`src/rtl/otter_trap_ctrl.sv`:
```
// -----------------------------------------------------------------------------
// otter_trap_ctrl
// Machine-mode trap sequencer for the OTTER core. It takes synchronous
// exceptions, level-sensitive external interrupts and MRET, and turns them
// into a CSR write cycle (mepc/mcause/mtval) followed by a fetch redirect.
//
// Ports
//   clk, rst_n            : clock, synchronous active-low reset
//   trap_req/cause/pc/val : exception request and its cause, PC and mtval
//   irq_ext, mie          : external interrupt level and global enable
//   next_pc               : resume PC saved as mepc for interrupts
//   mret                  : decoded MRET
//   mtvec, mepc_q         : current CSR values
//   redir_ready           : fetch accepts the redirect
//   flush                 : squash in-flight instructions
//   redir_valid/addr      : redirect request and target
//   csr_we, *_wd          : joint write of mepc, mcause, mtval
//   mie_clr, mie_restore  : clear MIE / restore MIE from MPIE
//   busy                  : sequencer is not idle
// -----------------------------------------------------------------------------
module otter_trap_ctrl #(
    parameter int unsigned IRQ_CAUSE = 11
) (
    input  logic        clk,
    input  logic        rst_n,
    input  logic        trap_req,
    input  logic [4:0]  trap_cause,
    input  logic [31:0] trap_pc,
    input  logic [31:0] trap_val,
    input  logic        irq_ext,
    input  logic        mie,
    input  logic [31:0] next_pc,
    input  logic        mret,
    input  logic [31:0] mtvec,
    input  logic [31:0] mepc_q,
    input  logic        redir_ready,
    output logic        flush,
    output logic        redir_valid,
    output logic [31:0] redir_addr,
    output logic        csr_we,
    output logic [31:0] mepc_wd,
    output logic [31:0] mcause_wd,
    output logic [31:0] mtval_wd,
    output logic        mie_clr,
    output logic        mie_restore,
    output logic        busy
);

    typedef enum logic [1:0] {
        ST_IDLE   = 2'd0,
        ST_SAVE   = 2'd1,
        ST_VECTOR = 2'd2,
        ST_RET    = 2'd3
    } state_t;

    localparam logic [31:0] IRQ_CAUSE_W = 32'(IRQ_CAUSE);

    // Trap target: direct base, or base + 4*code for interrupts in vectored mode.
    function automatic logic [31:0] vector_target(input logic [31:0] tvec,
                                                  input logic [31:0] cause);
        logic [31:0] base;
        base = {tvec[31:2], 2'b00};
        if ((tvec[1:0] == 2'b01) && cause[31]) begin
            // 4*cause[30:0] keeps only the low 30 bits of the code after the shift.
            vector_target = base + {cause[29:0], 2'b00};
        end else begin
            vector_target = base;
        end
    endfunction

    state_t      state_q, state_d;
    logic [31:0] pc_q, pc_d;
    logic [31:0] cause_q, cause_d;
    logic [31:0] val_q, val_d;
    logic [31:0] addr_q, addr_d;
    logic        ret_first_q, ret_first_d;

    // Next-state and latch logic; events are only looked at while idle.
    always_comb begin
        state_d     = state_q;
        pc_d        = pc_q;
        cause_d     = cause_q;
        val_d       = val_q;
        addr_d      = addr_q;
        ret_first_d = 1'b0;
        case (state_q)
            ST_IDLE: begin
                if (trap_req) begin
                    pc_d    = trap_pc;
                    cause_d = {1'b0, 26'd0, trap_cause};
                    val_d   = trap_val;
                    state_d = ST_SAVE;
                end else if (irq_ext && mie) begin
                    pc_d    = next_pc;
                    cause_d = {1'b1, IRQ_CAUSE_W[30:0]};
                    val_d   = 32'd0;
                    state_d = ST_SAVE;
                end else if (mret) begin
                    addr_d      = mepc_q;
                    ret_first_d = 1'b1;
                    state_d     = ST_RET;
                end else begin
                    state_d = ST_IDLE;
                end
            end
            ST_SAVE: begin
                // mtvec is sampled here so the target is frozen for the whole redirect.
                addr_d  = vector_target(mtvec, cause_q);
                state_d = ST_VECTOR;
            end
            ST_VECTOR, ST_RET: begin
                if (redir_ready) begin
                    state_d = ST_IDLE;
                end else begin
                    state_d = state_q;
                end
            end
            default: begin
                state_d = ST_IDLE;
            end
        endcase
    end

    // State and latched-data registers with synchronous reset.
    always_ff @(posedge clk) begin
        if (!rst_n) begin
            state_q     <= ST_IDLE;
            pc_q        <= 32'd0;
            cause_q     <= 32'd0;
            val_q       <= 32'd0;
            addr_q      <= 32'd0;
            ret_first_q <= 1'b0;
        end else begin
            state_q     <= state_d;
            pc_q        <= pc_d;
            cause_q     <= cause_d;
            val_q       <= val_d;
            addr_q      <= addr_d;
            ret_first_q <= ret_first_d;
        end
    end

    // Output decode from the registered state and latched data.
    always_comb begin
        flush       = 1'b0;
        redir_valid = 1'b0;
        csr_we      = 1'b0;
        mepc_wd     = 32'd0;
        mcause_wd   = 32'd0;
        mtval_wd    = 32'd0;
        mie_clr     = 1'b0;
        mie_restore = 1'b0;
        case (state_q)
            ST_IDLE: begin
                flush = 1'b0;
            end
            ST_SAVE: begin
                flush     = 1'b1;
                csr_we    = 1'b1;
                mie_clr   = 1'b1;
                mepc_wd   = pc_q;
                mcause_wd = cause_q;
                mtval_wd  = val_q;
            end
            ST_VECTOR: begin
                redir_valid = 1'b1;
            end
            ST_RET: begin
                redir_valid = 1'b1;
                flush       = ret_first_q;
                // MIE comes back exactly when fetch takes the return target.
                mie_restore = redir_ready;
            end
            default: begin
                flush = 1'b0;
            end
        endcase
    end

    assign redir_addr = addr_q;
    assign busy       = (state_q != ST_IDLE);

endmodule
```
`config.mk`:
```
export PLATFORM = sky130hd
export DESIGN_NAME = otter_trap_ctrl
export DESIGN_NICKNAME = d
export VERILOG_FILES = /design/src/rtl/otter_trap_ctrl.sv
export SDC_FILE = /design/constraint.sdc
export NUM_CORES = 1
export LEC_CHECK = 0
export ABC_AREA = 1
export BUFFER_PORTS_ARGS = -buffer_cell sky130_fd_sc_hd__clkbuf_2
export CORE_MARGIN = 4
export CORE_UTILIZATION = 40
export DETAILED_ROUTE_END_ITERATION = 12
export PLACE_DENSITY_LB_ADDON = 0.3
export SYNTH_ARGS = -nofsm -noshare
export SYNTH_HDL_FRONTEND = slang
export SYNTH_SLANG_ARGS = --single-unit
```
`constraint.sdc`:
```
create_clock -name clk -period 2.1 [get_ports clk]
set_input_delay 0.315 -clock clk [delete_from_list [all_inputs] [get_ports clk]]
set_output_delay 0.315 -clock clk [all_outputs]
set_load 0.01 [all_outputs]
```
==> results of run 1 <==
-- cells by family (layout without fill, tap and decap cells) --
family                     after synthesis  count (layout)
xor gates and xnor gates                 7               7
other                                    1              26
buffers and inverters                  184             418
AOI/OAI and AO/OA                      189             189
DFF                                    105             105
and+or+nand+nor                        486             486
adders and majority gates                6               6
-- stage by stage --
stage,cells,worst slack [ns],instance area (um^2),hold WS [ns]
finish,1421,0.1442,7901,0.1852
CTS,1421,0.06212,7886,0.1707
floorplan,1003,0.1961,6216,0.4443
global route,1421,0.002272,7901,0.1800
global placement,1405,-0.002630,7605,0.4522
detailed placement,1405,-0.06372,7605,0.4551
-- cells in the final DEF, fill, tap and decap left out, types with 2 or more instances in the layout --
master       n
a21oi_1     77
a21oi_2      3
a31oi_1     34
buf_12       5
buf_4       12
clkbuf_16    9
clkbuf_2   279
clkinv_2     2
clkinv_4     2
conb_1      26
dfxtp_1    105
ha_1         5
inv_1       97
inv_2        7
nand2_1    281
nand2_2      4
nand3_1     24
nand3_2      5
nand3_4      2
nand3b_1     2
nand4_1     11
nor2_1     141
nor2_2       5
nor2_4       3
nor3_1       2
o211ai_1     5
o21ai_0     31
o21ai_1     34
o21bai_1     2
xnor2_1      3
xor2_1       4
-- layer usage --
layer,GRT usage (%),vias to the layer above
met5,0,-
met4,6.068,0
met3,6.919,23
met2,40.49,288
met1,26.93,3054
li1,-,3551
-- worst max-delay path: cells and delay by family, from the launching register on --
| kind | cells | cell delay, ns |
|---|---|---|
| buffers and inverters | 4 | 0.57 |
| DFF | 1 | 0.45 |
| and+or+nand+nor | 2 | 0.27 |
-- repair_timing --
| action | CTS | global route |
|---|---|---|
| gates resized for setup | 0 | 3 |
| buffers inserted | 0 | 0 |
| endpoints found under the hold margin | 0 | 0 |
| setup endpoints to repair | 0 | 6 |
| hold buffers | 0 | 0 |
-- sequential cells by signal, indices dropped and copies added, names as in the netlist --
name	cells
pc_q	32
redir_addr	32
val_q	32
cause_q	6
state_q	2
ret_first_q	1
-- final timing paths --
kind                                  start              to  slack [ns]
worst max-delay path             state_q[0]    mcause_wd[3]        0.14
worst min-delay path            trap_val[9]        val_q[9]        0.19
worst max register to register   cause_q[0]  redir_addr[14]        0.18
worst min register to register    val_q[21]       val_q[21]        0.47
-- area by class of cell --
| type | count | area, um^2 |
|---|---|---|
| clock buffer | 11 | 242.7 |
| sequential | 105 | 2102 |
| timing repair buffer | 296 | 1587 |
| multi-input combinational | 714 | 3302 |
| tap | 184 | 230.2 |
| clock inverter | 5 | 38.79 |
| inverter | 106 | 399.1 |
| fill | 1585 | 6853 |
-- power groups by stage --
stage	logic, mW	clock network [mW]	registers [mW]
after global routing	1.63	1.74	2.36
after floorplan	0.893	0	2.37
after CTS	1.46	1.68	2.33
final	1.45	1.63	2.33
after global placement	1.44	0	2.37
after detailed placement	1.45	0	2.37
==> summary.md, run 1 <==
| Metric | Value |
|---|---|
| Worst-path maximum fanout | 18 |
| Remaining Overflow, GRT | 0 |
| CTS tree | built |
| Initial antenna violation count | 0 |
| Slowest cell on the critical path | dfxtp_1 |
| Wire length per cell | ~14 um |
| Input/output buffers | 279 |
| Required time worst endpoint | between 1.5 and 2 ns |
| P_int | around 3.6 mW |
| Worst Hold Class | input port to register |
| Wl on met1 | 8.426 mm |
| Synthesized area | roughly 6100 um^2 |
| Syn Inst Count | roughly 980 |
| Max Transition Viols Final | 0 |
| # clock sinks | 105 |
| Worst skew pair latency | 0.35 ns |
| Starting DRT DRC Count | roughly 430 |
| Area grow syn2layout | 29.06% |
| I/O pins | 306 |
| CP max stage delay | 0.45 ns |
| Post-route setup TNS | 0 ns |
| Total routed wirelength | 20.48 mm |
| Worst path cell trace | inv_2 -> nor2_4 -> clkinv_2 -> buf_4 -> nor2_1 -> clkbuf_2 |
| Final setup viols | 0 |
| Arr. time, crit path | 1.64 ns |
| Setup crit start kind | register |
| RSZ-0062 raised after global routing | false |
| Worst-path clk slew | around 0.07 ns |
| Met3 Routed Length | between 1.5 and 2 mm |
| F_max | 511.3 MHz |
| CTS Buffer Depth | 2 |
| Die Width | 131.7 um |
| Worst vdd ir | 0.0004453 V |
| Synth Area in Adders | 1.349% |
| Post-detailed-route count of antenna-violating nets | 0 |
| Post-layout util | ~54% |
| Synth top area share | 34.33% |
| Post-synthesis sequential area ratio | about a third |
| R2R depth | 10 |
| XOR/XNOR Fraction of Synth Area | 1.001% |
| Synth area leader | dfxtp_1 |
| Met2 WL | 9.954 mm |
| Seq cells post-synth | 105 |
| Mapped Avg Cell Area | around 6.3 um^2 |
| Pwr dens | between 600 and 700 nW/um^2 |
| Post-synthesis simple-gate area fraction | 33.03% |
| Most common library cells after synthesis | 281 x nand2_1, 141 x nor2_1, 105 x dfxtp_1 |
| Combinational Power Share | 26.8% |
| Fin Clk Skew | 0.006515 ns |
| Yosys cell types | 40 |
| Synthesis Warnings | 0 |
| Crit end category | output port |
| Root Buffer | clkbuf_16 |
| Largest family of logic cells by synthesized area | simple AND/OR/NAND/NOR gates |
| Worst rel slew slack | about 67% |
| Switching share of total power | 33.37% |
| Most frequent cell after synthesis | nand2_1 |
| EDFF count, synth | 0 |
| Synth async-reset ratio | 0% |
| Number of CTS-inserted buffers | 9 |
| ANT cells | 0 |
| Multiplexer share of the synthesized area | 0% |
| First-pass GRT wire length | around 33 mm |
| Number of global-route vias before repair | 6486 |
| Initial Utilization | between 40% and 50% |
| Core Area | 14750 um^2 |
| Final RePlAce weighted congestion | 0.9603 |
| Clock share of power | 30.1% |
| Worst-Margin Slew | ~0.5 ns |
| Via density per instance | approximately 4.9 |
| Total Power | 5.405 mW |
| H-tree levels | 3 |
| Pleak | 3.862 nW |
| Max-cap viol count | 0 |
| First drt pass iteration count | 5 |
| Largest net degree at the start of global routing | 46 |
| Ratio of cells with drive above 1 in the final layout | between 20% and 30% |
| Type of the worst setup path | register to output port |
| Tcrit/Tclk final | 93.13% |
| Hold depth | 3 |
| Row Count | 44 |
| Area contributors post-synth | dfxtp_1 34%, nand2_1 17%, nor2_1 8.6% |
| Status | complete, no violations |
| Total Routing Usage GR | 22.87% |
| Vias | 6916 |
| Die Area | 17350 um^2 |
| DRC | 0 |
| Sequential share of power | between 40% and 50% |
| Min Tclk post-route | just under 2 ns |
| Nets | 1410 |
| Synth Area in Compound Gates | 16.72% |
| Top_reg_cell synth | dfxtp_1 |
| Switching Power | 1.804 mW |
| Post-DP HPWL | 15.84 mm |
| Max Used Layer | met4 |
| Die height | 131.7 um |
| Final hold vios | 0 |
(Power assumes the default switching activity.)
==> run 2, diff against run 1 <==
--- a/config.mk
+++ b/config.mk
@@ -7,8 +7,9 @@
 export LEC_CHECK = 0
 export ABC_AREA = 1
 export BUFFER_PORTS_ARGS = -buffer_cell sky130_fd_sc_hd__clkbuf_2
+export CORE_ASPECT_RATIO = 0.7
 export CORE_MARGIN = 4
-export CORE_UTILIZATION = 40
+export CORE_UTILIZATION = 47
 export DETAILED_ROUTE_END_ITERATION = 12
 export PLACE_DENSITY_LB_ADDON = 0.3
 export SYNTH_ARGS = -nofsm -noshare
==> run 2 against run 1 <==
- routed wire length grew 4.6%
- non-clock buffer count grew 10
- count of clock-buffer cells in the layout is 2 lower
==> summary.md, run 2 (synthesis gave the netlist of run 1 again) <==
| Metric | Value |
|---|---|
| Status | complete, no violations |
| Number of setup buffers added after CTS | 0 |
| ANT cells | 0 |
| Crit path launch | cause_q[0] |
| Initial antenna violation count | 0 |
| I/O pins | 306 |
| Worst-path clk slew | 0.08 ns |
| Core Area | 12590 um^2 |
| First drt pass iteration count | 6 |
| Max Used Layer | met4 |
| Via density per instance | about 5.0 |
| Root Buffer | clkbuf_16 |
| Post-DP HPWL | 16.94 mm |
| Ratio of cells with drive above 1 in the final layout | 28.55% |
| Met3 Routed Length | 2.297 mm |
| First-pass GRT wire length | 31.77 mm |
| Post-CTS sizing | 1 |
| Starting DRT DRC Count | 550 |
| Arr. time, crit path | 2.22 ns |
| F_max | 503.5 MHz |
| Row Count | 34 |
| Total Routing Usage GR | 27.33% |
| Most common cell after layout, fill and taps aside | nand2_1 |
| Worst hold slack | 0.1874 ns |
| Worst path cell trace | ha_1 -> fa_2 -> nand3_1 -> nand3_1 -> buf_4 -> nand2_1 -> nand2_2 -> nand2_1 -> xor2_1 -> a21o_1 -> a21oi_2 |
| CTS tree | built |
| Tcrit/Tclk final | 94.57% |
| Total routed wirelength | about 21 mm |
| Met2 WL | 9.113 mm |
| DRC | 0 |
| # clock sinks | 105 |
| Final setup viols | 0 |
| Number of CTS-inserted buffers | 9 |
| Vias | 7068 |
| Final RePlAce weighted congestion | about 1.0 |
| R2R setup slack | roughly 0.11 ns |
| Worst skew pair latency | 0.35 ns |
| Remaining Overflow, GRT | 0 |
| R2R depth | 11 |
| Worst vdd ir | 0.0004731 V |
| Hold depth | 3 |
| Pleak | around 3.9 nW |
| CTS Buffer Depth | 2 |
| Number of global-route vias before repair | 6208 |
| Die height | a little over 100 um |
| Nets | 1420 |
| Post-detailed-route count of antenna-violating nets | 0 |
| Crit end category | register |
| Commonest non-fill, non-tap cells in the layout | 281 x nand2_1, 279 x clkbuf_2, 140 x nor2_1 |
| Area grow syn2layout | 29.92% |
| Required time worst endpoint | 2.34 ns |
| CP max stage delay | approximately 0.36 ns |
| Type of the worst setup path | register to register |
| CP delay by family, top | adder cells |
| Initial Utilization | between 40% and 50% |
| Worst Hold Class | input port to register |
| RSZ-0062 raised after global routing | false |
| Fill cell count | 1292 |
| Hold_sp | trap_val[16] |
| Pwr dens | 692.9 nW/um^2 |
| WP depth | 11 |
| Post-route setup TNS | 0 ns |
| H-tree levels | 3 |
| Worst Hold Endpoint | val_q[16] |
| Die Area | 14950 um^2 |
| CTS hold repair buffers | 0 |
| Die Width | 144.4 um |
| Final hold vios | 0 |
| Fin Clk Skew | between 0.007 and 0.008 ns |
| Wl on met1 | 9.572 mm |
| Largest net degree at the start of global routing | 65 |
| Wire length per cell | approximately 15 um |
| Min Tclk post-route | 1.986 ns |
| Max-cap viol count | 0 |
| Slowest cell on the critical path | fa_2 |
| Max Transition Viols Final | 0 |
| Buffer and inverter count on the worst path | 1 |
| R2R Path Start | cause_q[0] |
| Setup crit start kind | register |
| Worst-path maximum fanout | 5 |
| Reg-to-reg endpoint | redir_addr[12] |
| Input/output buffers | 279 |
run 2: metrics by stage:
stage | area [um^2] | worst slack [ns] | total power, mW | cells | util, %
floorplan | 6216 | 0.1961 | 3.267 | 1003 | -
global placement | 7640 | -0.03441 | 3.836 | 1393 | 60.67
detailed placement | 7640 | -0.07477 | 3.847 | 1393 | 60.67
CTS | 7936 | 0.04611 | 5.540 | 1409 | 63.03
global route | 7954 | 0.002320 | 5.824 | 1409 | 63.17
finish | 7954 | 0.1140 | 5.511 | 1409 | 63.17
run 2: worst reg2reg max path, cell delays in order (launching register included):
cell and delay, ns:
dfxtp_1 0.32, ha_1 0.22, fa_2 0.36, nand3_1 0.09
nand3_1 0.10, buf_4 0.16, nand2_1 0.11, nand2_2 0.10
nand2_1 0.08, xor2_1 0.14, a21o_1 0.14, a21oi_2 0.05
run 2: power breakdown:
part           switching [mW]  internal, mW  total, mW
combinational           0.931         0.565       1.50
sequential              0.124          2.21       2.33
clock                   0.846         0.840       1.69
total                    1.90          3.61       5.51
run 2: cell type report:
cell class | instances | area [um^2] | share of cell area [%]
Clock buffer | 9 | 225.2 | 2.832
Clock inverter | 7 | 70.07 | 0.8809
Inverter | 106 | 400.4 | 5.034
Multi-Input combinational cell | 714 | 3303 | 41.53
Sequential cell | 105 | 2103 | 26.44
Tap cell | 162 | 202.7 | 2.548
Timing Repair Buffer | 306 | 1649 | 20.73
run 2: routing by layer:
metal / vias up / track usage, %
li1: 3581 / -
met4: 0 / 8.244
met3: 28 / 8.088
met5: - / 0
met2: 346 / 40.09
met1: 3113 / 38.88
run 2: worst max path at each step:
stage	end	slack (ns)
final	redir_addr[12]	0.11
after global routing	redir_addr[31]	0.002
after CTS	mepc_wd[3]	0.05
after detailed placement	redir_addr[12]	-0.07
after global placement	redir_addr[12]	-0.03
after floorplan	redir_addr[14]	0.20
==> run 3, diff against run 2 <==
--- a/config.mk
+++ b/config.mk
@@ -9,7 +9,7 @@
 export BUFFER_PORTS_ARGS = -buffer_cell sky130_fd_sc_hd__clkbuf_2
 export CORE_ASPECT_RATIO = 0.7
 export CORE_MARGIN = 4
-export CORE_UTILIZATION = 47
+export CORE_UTILIZATION = 35
 export DETAILED_ROUTE_END_ITERATION = 12
 export PLACE_DENSITY_LB_ADDON = 0.3
 export SYNTH_ARGS = -nofsm -noshare
==> constraint.sdc (replaced) <==
create_clock -name clk -period 2.1 [get_ports clk]
set_input_delay 0.315 -clock clk [delete_from_list [all_inputs] [get_ports clk]]
set_output_delay 0.315 -clock clk [all_outputs]
set_load 0.02 [all_outputs]
==> run 3 against run 2 <==
- via count decreased by 0.88%
- global-route usage decreased by 6.2 points
- clock skew is 0.0011 ns lower
- utilization shrank 16 points
- non-clock buffer count shrank 5
- hold slack improved by 0.0025 ns
- first-iteration DRC count fell by 7.1%
- flip-flop and latch count did not move
- register-to-register slack improved by 0.06 ns
- combinational power is 7% higher
- sequential share of layout area down 0.24 points
==> summary.md, run 3 (synthesis gave the netlist of run 1 again) <==
| Metric | Value |
|---|---|
| Number of global-route vias before repair | about 6.3k |
| Row Count | 40 |
| Nets | 1415 |
| Area grow syn2layout | 31.19% |
| Post-detailed-route count of antenna-violating nets | 0 |
| Initial Utilization | between 30% and 40% |
| Worst-path maximum fanout | 16 |
| Worst path cell trace | inv_2 -> nor2_4 -> clkinv_2 -> buf_4 -> nor2_1 -> clkbuf_2 |
| Die Area | 19710 um^2 |
| Non-Filler Instances | 1474 |
| Crit path launch | state_q[0] |
| Largest net degree at the start of global routing | 65 |
| Pleak | 3.898 nW |
| Commonest non-fill, non-tap cells in the layout | 281 x nand2_1, 279 x clkbuf_2, 139 x nor2_1 |
| Ratio of cells with drive above 1 in the final layout | 28.42% |
| Worst Hold Endpoint | val_q[18] |
| Worst vdd ir | approximately 0.00054 V |
| Final RePlAce weighted congestion | 0.9979 |
| I/O pins | 306 |
| H-tree levels | 3 |
| Max-cap viol count | 0 |
| Fill cell count | around 1.8k |
| Slowest cell on the critical path | dfxtp_2 |
| Initial antenna violation count | 2 |
| Arr. time, crit path | roughly 1.7 ns |
| Worst skew pair latency | 0.35 ns |
| Root Buffer | clkbuf_16 |
| F_max | a little over 500 MHz |
| Die Width | 166.1 um |
| R2R depth | 10 |
| CTS Buffer Depth | 2 |
| Reg area | 2105 um^2 |
| Die height | 118.7 um |
| Post-route setup TNS | 0 ns |
| Worst Hold Class | input port to register |
| Number of setup buffers added after CTS | 0 |
| Reg-to-reg endpoint | redir_addr[14] |
| First drt pass iteration count | 6 |
| Multi-input gate area | roughly 3300 um^2 |
| CTS hold repair buffers | 0 |
| Wire length per cell | between 10 and 15 um |
| R2R setup slack | 0.17 ns |
| Dpl cells | around 1.5k |
| Final hold vios | 0 |
| Vias | 7006 |
| Starting DRT DRC Count | approximately 510 |
| Core Area | 17170 um^2 |
| Remaining Overflow, GRT | 0 |
| Number of CTS-inserted buffers | 9 |
| Post-CTS sizing | 1 |
| Fin Clk Skew | between 0.006 and 0.007 ns |
| Pwr dens | 718.4 nW/um^2 |
| Status | complete, no violations |
| Setup crit start kind | register |
| # clock sinks | 105 |
| Final setup viols | 0 |
| Hold_sp | trap_val[18] |
| Crit end category | output port |
| Post-DP HPWL | 17.07 mm |
| Min Tclk post-route | 1.976 ns |
| CP max stage delay | 0.41 ns |
| Type of the worst setup path | register to output port |
| Hold depth | 3 |
| R2R Path Start | cause_q[0] |
| Tcrit/Tclk final | a little over nine tenths |
| CTS tree | built |
| Max Transition Viols Final | 0 |
| Most common cell after layout, fill and taps aside | nand2_1 |
| Input/output buffers | 279 |
| Total Routing Usage GR | 21.13% |
| Via density per instance | approximately 4.8 |
| Worst-path clk slew | 0.08 ns |
| RSZ-0062 raised after global routing | false |
| Total routed wirelength | 22.02 mm |
| First-pass GRT wire length | 33.73 mm |
| Required time worst endpoint | 1.78 ns |
| DRC | 0 |
run 3: how the worst max path moves through the flow:
stage / endpoint
after floorplan: redir_addr[14]
after global routing: redir_addr[19]
after detailed placement: redir_addr[14]
after CTS: mepc_wd[11]
after global placement: redir_addr[14]
final: mcause_wd[31]
run 3: layer usage:
| layer | routed length, um | part of all wire (%) | global-route usage [%] |
|---|---|---|---|
| met5 | 8 | 0.036 | 0 |
| met4 | 244 | 1.1 | 4.791 |
| met3 | 2113 | 9.6 | 6.319 |
| met2 | 8940 | 41 | 29.31 |
| met1 | 10710 | 49 | 31.83 |
run 3: final cells by class:
type / instances / area share (%)
clock buffers: 10 / 2.976
flip-flops and latches: 105 / 26.20
clock inverters: 6 / 1.044
diodes: 1 / 0.03116
well taps: 231 / 3.599
repair buffers: 301 / 20.07
inverters: 106 / 4.970
multi-input cells: 714 / 41.11
run 3: per-stage QoR:
stage | total power [mW] | instance area [um^2] | hold slack (ns) | utilization (%) | setup slack (ns)
2_1_floorplan | 3.393 | 6216 | 0.4443 | - | 0.1961
3_3_place_gp | 3.971 | 7689 | 0.4529 | 44.79 | 0.0003437
3_5_place_dp | 3.980 | 7689 | 0.4560 | 44.79 | -0.01593
4_1_cts | 5.831 | 8013 | 0.1717 | 46.68 | 0.009511
5_1_grt | 6.099 | 8031 | 0.1794 | 46.79 | 0.01024
6_report | 5.770 | 8031 | 0.1900 | 46.79 | 0.1238
run 3: critical path, delay by kind of cell, from the launching register on:
kind | cells | cell delay, ns
buffers and inverters | 4 | 0.59
AND/OR/NAND/NOR | 2 | 0.31
flip-flops | 1 | 0.41
run 3: power breakdown:
group	internal, mW	switching (mW)
Sequential	2.21	0.130
Combinational	0.550	1.06
Clock	0.989	0.832
